### config.mk
export PLATFORM = sky130hd
export DESIGN_NAME = mem_access_ctrl
export DESIGN_NICKNAME = d
export VERILOG_FILES = /design/src/rtl/mem_access_ctrl.sv
export SDC_FILE = /design/constraint.sdc
export NUM_CORES = 1
export LEC_CHECK = 0
export BUFFER_PORTS_ARGS = -buffer_cell sky130_fd_sc_hd__buf_2
export CAP_MARGIN = 20
export CORE_AREA = 2 2 172 174
export CTS_BUF_LIST = sky130_fd_sc_hd__clkbuf_16
export CTS_CLUSTER_DIAMETER = 30
export DETAILED_ROUTE_END_ITERATION = 6
export DIE_AREA = 0 0 174 176
export PLACE_DENSITY = 0.84
export SLEW_MARGIN = 10
export SYNTH_ARGS = -nofsm -noshare
export SYNTH_HDL_FRONTEND = slang
export SYNTH_SLANG_ARGS = --single-unit
export TNS_END_PERCENT = 100
### constraint.sdc
create_clock -name clk -period 2.55 [get_ports clk]
set_clock_uncertainty 0.1 [all_clocks]
set_input_delay 0.255 -clock clk [delete_from_list [all_inputs] [get_ports clk]]
set_output_delay 0.255 -clock clk [all_outputs]
set_load 0.03 [all_outputs]
### src/rtl/mem_access_ctrl.sv
// Data-memory initiator for the multi-cycle CPU: turns byte/half/word/dword requests into
// aligned dword accesses, with read-modify-write for narrow stores and load lane extraction.
//   state | meaning
//   IDLE  | ready for a request; error checks done at accept
//   RD    | memory read of the addressed dword (load result or old data for merge)
//   WR    | write of the merged dword
//   DONE  | one-cycle response pulse
module mem_access_ctrl #(
    parameter int ADDR_W    = 64,
    parameter int MEM_WORDS = 64
) (
    input  logic              clk,
    input  logic              reset,
    input  logic              req_valid,
    output logic              req_ready,
    input  logic              req_we,
    input  logic [1:0]        req_size,
    input  logic              req_signed,
    input  logic [ADDR_W-1:0] req_addr,
    input  logic [63:0]       req_wdata,
    output logic              resp_valid,
    output logic [63:0]       resp_rdata,
    output logic              resp_err,
    output logic [ADDR_W-1:0] mem_a,
    output logic              mem_we,
    output logic [63:0]       mem_wd,
    input  logic [63:0]       mem_rd
);

    typedef enum logic [1:0] {IDLE, RD, WR, DONE} state_t;

    state_t            state, state_nxt;
    logic              accept;
    logic              misaligned, out_of_range, req_bad;
    logic              we_q, signed_q;
    logic [1:0]        size_q;
    logic [ADDR_W-1:0] addr_q;
    logic [63:0]       wdata_q, old_q;
    logic [5:0]        lane_sh;
    logic [63:0]       shifted, load_ext, lane_mask, merged;
    logic [ADDR_W-1:0] word_idx;

    always_comb begin
        misaligned = 1'b0;
        case (req_size)
            2'd0: misaligned = 1'b0;
            2'd1: misaligned = req_addr[0];
            2'd2: misaligned = |req_addr[1:0];
            2'd3: misaligned = |req_addr[2:0];
            default: misaligned = 1'b0;
        endcase
    end

    assign word_idx     = {3'b000, req_addr[ADDR_W-1:3]};
    assign out_of_range = (word_idx >= ADDR_W'(MEM_WORDS));
    assign req_bad      = misaligned | out_of_range;

    always_comb begin
        state_nxt = state;
        accept    = 1'b0;
        case (state)
            IDLE: begin
                if (req_valid) begin
                    accept    = 1'b1;
                    state_nxt = req_bad ? DONE : RD;
                end
            end
            RD:      state_nxt = we_q ? WR : DONE;
            WR:      state_nxt = DONE;
            DONE:    state_nxt = IDLE;
            default: state_nxt = IDLE;
        endcase
    end

    // Lane handling: byte offset within the dword selects the shift for both load and merge.
    assign lane_sh = {addr_q[2:0], 3'b000};
    assign shifted = mem_rd >> lane_sh;

    always_comb begin
        load_ext  = 64'd0;
        lane_mask = 64'd0;
        case (size_q)
            2'd0: begin
                load_ext  = {{56{signed_q & shifted[7]}}, shifted[7:0]};
                lane_mask = 64'h0000_0000_0000_00FF;
            end
            2'd1: begin
                load_ext  = {{48{signed_q & shifted[15]}}, shifted[15:0]};
                lane_mask = 64'h0000_0000_0000_FFFF;
            end
            2'd2: begin
                load_ext  = {{32{signed_q & shifted[31]}}, shifted[31:0]};
                lane_mask = 64'h0000_0000_FFFF_FFFF;
            end
            default: begin
                load_ext  = shifted;
                lane_mask = 64'hFFFF_FFFF_FFFF_FFFF;
            end
        endcase
    end

    assign merged = (old_q & ~(lane_mask << lane_sh)) | ((wdata_q << lane_sh) & (lane_mask << lane_sh));

    always_ff @(posedge clk) begin
        if (reset) begin
            state      <= IDLE;
            we_q       <= 1'b0;
            signed_q   <= 1'b0;
            size_q     <= 2'd0;
            addr_q     <= '0;
            wdata_q    <= 64'd0;
            old_q      <= 64'd0;
            resp_rdata <= 64'd0;
            resp_err   <= 1'b0;
        end else begin
            state <= state_nxt;
            if (accept) begin
                we_q     <= req_we;
                signed_q <= req_signed;
                size_q   <= req_size;
                addr_q   <= req_addr;
                wdata_q  <= req_wdata;
                if (req_bad) begin
                    resp_rdata <= 64'd0;
                    resp_err   <= 1'b1;
                end
            end
            if (state == RD) begin
                old_q <= mem_rd;
                if (!we_q) begin
                    resp_rdata <= load_ext;
                    resp_err   <= 1'b0;
                end
            end
            if (state == WR) begin
                resp_rdata <= 64'd0;
                resp_err   <= 1'b0;
            end
        end
    end

    assign req_ready  = (state == IDLE);
    assign resp_valid = (state == DONE);
    assign mem_a      = (state == RD || state == WR) ? {addr_q[ADDR_W-1:3], 3'b000} : '0;
    assign mem_we     = (state == WR) && !reset;
    assign mem_wd     = (state == WR) ? merged : 64'd0;

endmodule

======== Word-level counts from Yosys, hierarchy flattened ========
Cells that the tools add are included.
storage, ports and cells
  register bits ........................... 263
  input bits .............................. 199
  output and inout bits ................... 196
  logic and storage cells ................. 58
operators by class
  $lt $le $gt $ge ......................... 1
  equality and inequality tests ........... 9
  shifts and indexed selects .............. 3
  mux-type cells .......................... 19
  bitwise gates (word level) .............. 8
  reduce and logical (&&, ||, !) cells .... 9
operators with widths
  operator                                               number
  2-to-1 mux 64 bit                                      6
  case mux 64 bit (3 select lines)                       2
  AND 64 bit                                             2
  left shift 64 x 6 -> 64 bit                            2
  inverter 64 bit                                        1
  bitwise OR 64 bit                                      1
  >> shifter 64 x 6 -> 64 bit                            1
  >= comparator 61 x 7 -> 1 bit (second input constant)  1
  == test 2 bit (second input constant)                  5
  case mux 2 bit (4 select lines)                        1
  2-to-1 mux 1 bit                                       7
  == test 2 x 1 -> 1 bit (second input constant)         3
  zero test 2 bit                                        3
  2-to-1 mux 2 bit                                       2
  case mux 1 bit (4 select lines)                        1
  OR reduction 2 bit                                     2
  AND 1 bit                                              3
  OR reduction 3 bit                                     1
  != test 2 bit (second input constant)                  1
  logical AND 1 bit                                      1
  zero test 1 bit                                        1
  logical OR 1 bit                                       1
  bitwise OR 1 bit                                       1

======== Longest topological paths before layout ========
  word-level depth ........................ 7
  mapped depth ............................ 10
  depth with buffers taken out ............ 7

======== Worst setup path after synthesis ========
Ideal clock, no wire load.
  kind .................................... register -> output
  start ................................... register addr_q[0]
  end ..................................... output port mem_wd[61]
  data arrival time ....................... 2.303 ns
  data required time ...................... 2.195 ns
  slack ................................... -0.108 ns
  stages on the path, launching flop included .. 10
  buffers on the path ..................... 5
  path through ............................ dfxtp_1 > buf_6 > buf_6 > buf_6 > buf_6 > buf_4 > nor2_1 > a21oi_1 > mux2i_1 > a211oi_1
on the way
  cells in the longest elaborated chain, start to end .. 5
  elaborated cells on any way between the ends .. 7
RTL lines
  item                         line  source
  from (decl)                  37    logic [ADDR_W-1:0] addr_q;
  from (signal assigned)       121   addr_q <= req_addr;
  left shift 64 x 6 -> 64 bit  102   assign merged = (old_q & ~(lane_mask << lane_sh)) | ((wdata_q << lane_sh) & (lane_mask << lane_sh));
  inverter 64 bit              102
  AND 64 bit                   102
  bitwise OR 64 bit *          102
  2-to-1 mux 64 bit *          146   assign mem_wd = (state == WR) ? merged : 64'd0;
  to (decl)                    26    output logic [63:0] mem_wd,
Mark *: on every way between the ends. The rest lies on a longest branch, timed or not.

======== Worst setup path after layout ========
  start ................................... register addr_q[1]
  end ..................................... output port mem_wd[50]
Same word-level chain as after synthesis.

==> out/qor.txt <==
status = finished with violations
failing checks = setup timing
Synth Warn # = 0
FFs w/ async S/R, synth = 0%
Final Hold Vio Count = 0
CP Max Fanout = 8
clock buffer depth = 3
Initial Utilization = 49.94%
CTS Root Cell = clkbuf_16
DP Cell Count = 2354
WHS = 0.1289 ns
cts bufs inserted = 54
# H-tree levels = 2
layout cells sized above 1 = 34.04%
Yosys top cell by area = dfxtp_1
mux cell area share after synthesis = 19.58%
Post-synth EDFFs = 0
DR vias = 17160
Clk pin slew, worst setup/hold paths = 0.06 ns
final setup margin = -0.2720 ns
initial DRC count = 2137
PortBufs = 391
die area = 0.03062 mm²
Yosys reg bits = 263
Adder-Cell Fraction of Synth Area = 0.3510%
fin crit period = 2.822 ns
Syn Std Cell Area = 0.01426 mm²
detailed-placement wirelength estimate = 41.37 mm
sequential share of the synthesized area = 36.93%
clock sink count = 263
Min-Delay Path Class = input port to flip-flop
Max VDD drop = 0.0007900 V
pwr dens = 995.3 mW/mm²
Synth Area per Inst = 8.584 µm²
largest cells by area after synthesis = dfxtp_1, mux2i_1, nand2_1, mux4_2, a21oi_1
Final nets = 2522
chip width = 174 µm
post-synthesis compound-gate area fraction = 17.72%
fmax = 354.4 MHz
Core ar. = 0.02855 mm²
largest net degree at the start of global routing = 137
slew of the pin with the lowest slew margin = 1.143 ns
combinational family with the most area after synthesis = multiplexers
Cell Area, Placed = 0.01669 mm²
Lkg Pwr = 9.925 nW
GR Util All Layers = 41.58%
post-synth top area share = 36.93%
Max transition margin = 23.77%
die height = 176 µm
gr ovfl total = 0
vias in the first global route = 16550
unrepaired setup endpoints after global routing = yes
Synth Instances = 1661
Total Wirelength = 69.24 mm
post-synthesis to final-layout area growth = 58.70%
CP Data Required Time = 2.19 ns
drt first pass iters = 6
CTS tree = built
fin. max-slew vios = 0
CP Capture Type = output pin
Antenna Violating Nets Remaining = 0
setup TNS = -9.365 ns
antenna violations before repair = 3
top cells by count, synth = nand2_1, dfxtp_1, a21oi_1, mux2i_1, nor2_1
Non-Filler Instances = 2753
via-per-instance ratio = 6.234
Post-Synth Simple-Gate Area = 19.55%
count leader, synth = nand2_1
final setup fails = 85
row count = 62
Main synth FF type = dfxtp_1
Synth Area in XOR/XNOR = 0%
fin util = 79.26%
GPL Wtd Cong = 1.002
Tot Pwr = 22.52 mW
Final Instance Area = 0.02263 mm²
DR DRC count = 0
kind of critical path = flip-flop to output pin
Max-Cap Viols = 0
first-pass GRT wire length = 97.98 mm
crit path launch type = flip-flop
Netlist cell types = 62
arrival time worst endpoint = 2.47 ns
WL/cell = 25.15 µm
Boundary Pins = 395
Final period util = 110.7%
Skew-Pair Late Insertion Delay = 0.58 ns
Setup WS pre-CTS = -0.1015 ns
## path summary, 6_finish.rpt
check / from / depth (start not counted) / slack (ns) / endpoint
hold reg to reg: addr_q[52] / 2 / 0.35 / addr_q[52]
hold / removal: mem_rd[63] / 4 / 0.13 / old_q[63]
setup reg to reg: addr_q[1] / 9 / -0.08 / resp_rdata[16]
setup / recovery: addr_q[1] / 10 / -0.27 / mem_wd[50]
## critical path: stages, from the launching register on
cell and delay [ns]:
dfxtp_4 0.36, buf_8 0.14, buf_8 0.14, nor2b_2 0.20
buf_6 0.19, a2bb2oi_1 0.08, buf_4 0.15, a21oi_1 0.22
mux2i_1 0.11, nor2_1 0.11, buf_4 0.17
## power by group
part | switching, mW | internal, mW | leakage [nW] | total [mW]
registers | 0.704 | 4.84 | 2.15 | 5.54
logic | 5.73 | 3.85 | 6.83 | 9.59
clock network | 2.65 | 4.75 | 0.946 | 7.39
## registers in the layout (all words and copies together) (netlist names)
name,count
resp_err,1
we_q,1
state,2
resp_rdata,64
old_q,64
signed_q,1
wdata_q,64
addr_q,64
size_q,2
## kinds of logic (layout without fill, tap and decap cells)
kind of cell,Yosys count,in the layout
buffers and inverters,163,859
other,1,7
adders and majority gates,4,4
and+or+nand+nor,637,642
muxes,226,226
AOI/OAI and AO/OA,367,368
DFF,263,263
## timing repair
action                                  in CTS  in global routing
pin swaps                                   23                 38
setup buffers                               25                 22
endpoints found under the setup margin      74                138
gates resized for setup                    158                 93
endpoints found under the hold margin      199                  0
hold buffers                               223                  0
gates cloned                                11                 15
## placed cells by master (no fill, tap or decap), drive strengths merged, types with 30 or more instances in the layout
master       count
buf            509
nand2          348
mux2            30
and2            64
a22o            57
dfxtp          263
mux4            39
nand4           33
dlygate4sd3    223
mux2i          157
a21oi          166
nor2           147
clkbuf          68
## metal layers
layer	global-route usage (%)	part of all wire [%]	vias to the layer above
li1	-	-	7257
met4	28.57	8.1	0
met5	0	0	-
met3	9.475	11	438
met2	66.02	45	1487
met1	50.45	36	7979
## final cells by class
cell class / instances / area, µm²
inverters: 8 / 50.05
fillers: 1768 / 5921
well taps: 384 / 480.5
clock inverters: 47 / 553.0
repair buffers: 749 / 6132
multi-input cells: 1243 / 8741
diodes: 4 / 10.01
flip-flops and latches: 263 / 5284
clock buffers: 55 / 1376
Note: power is estimated with default switching activity, not from simulation.
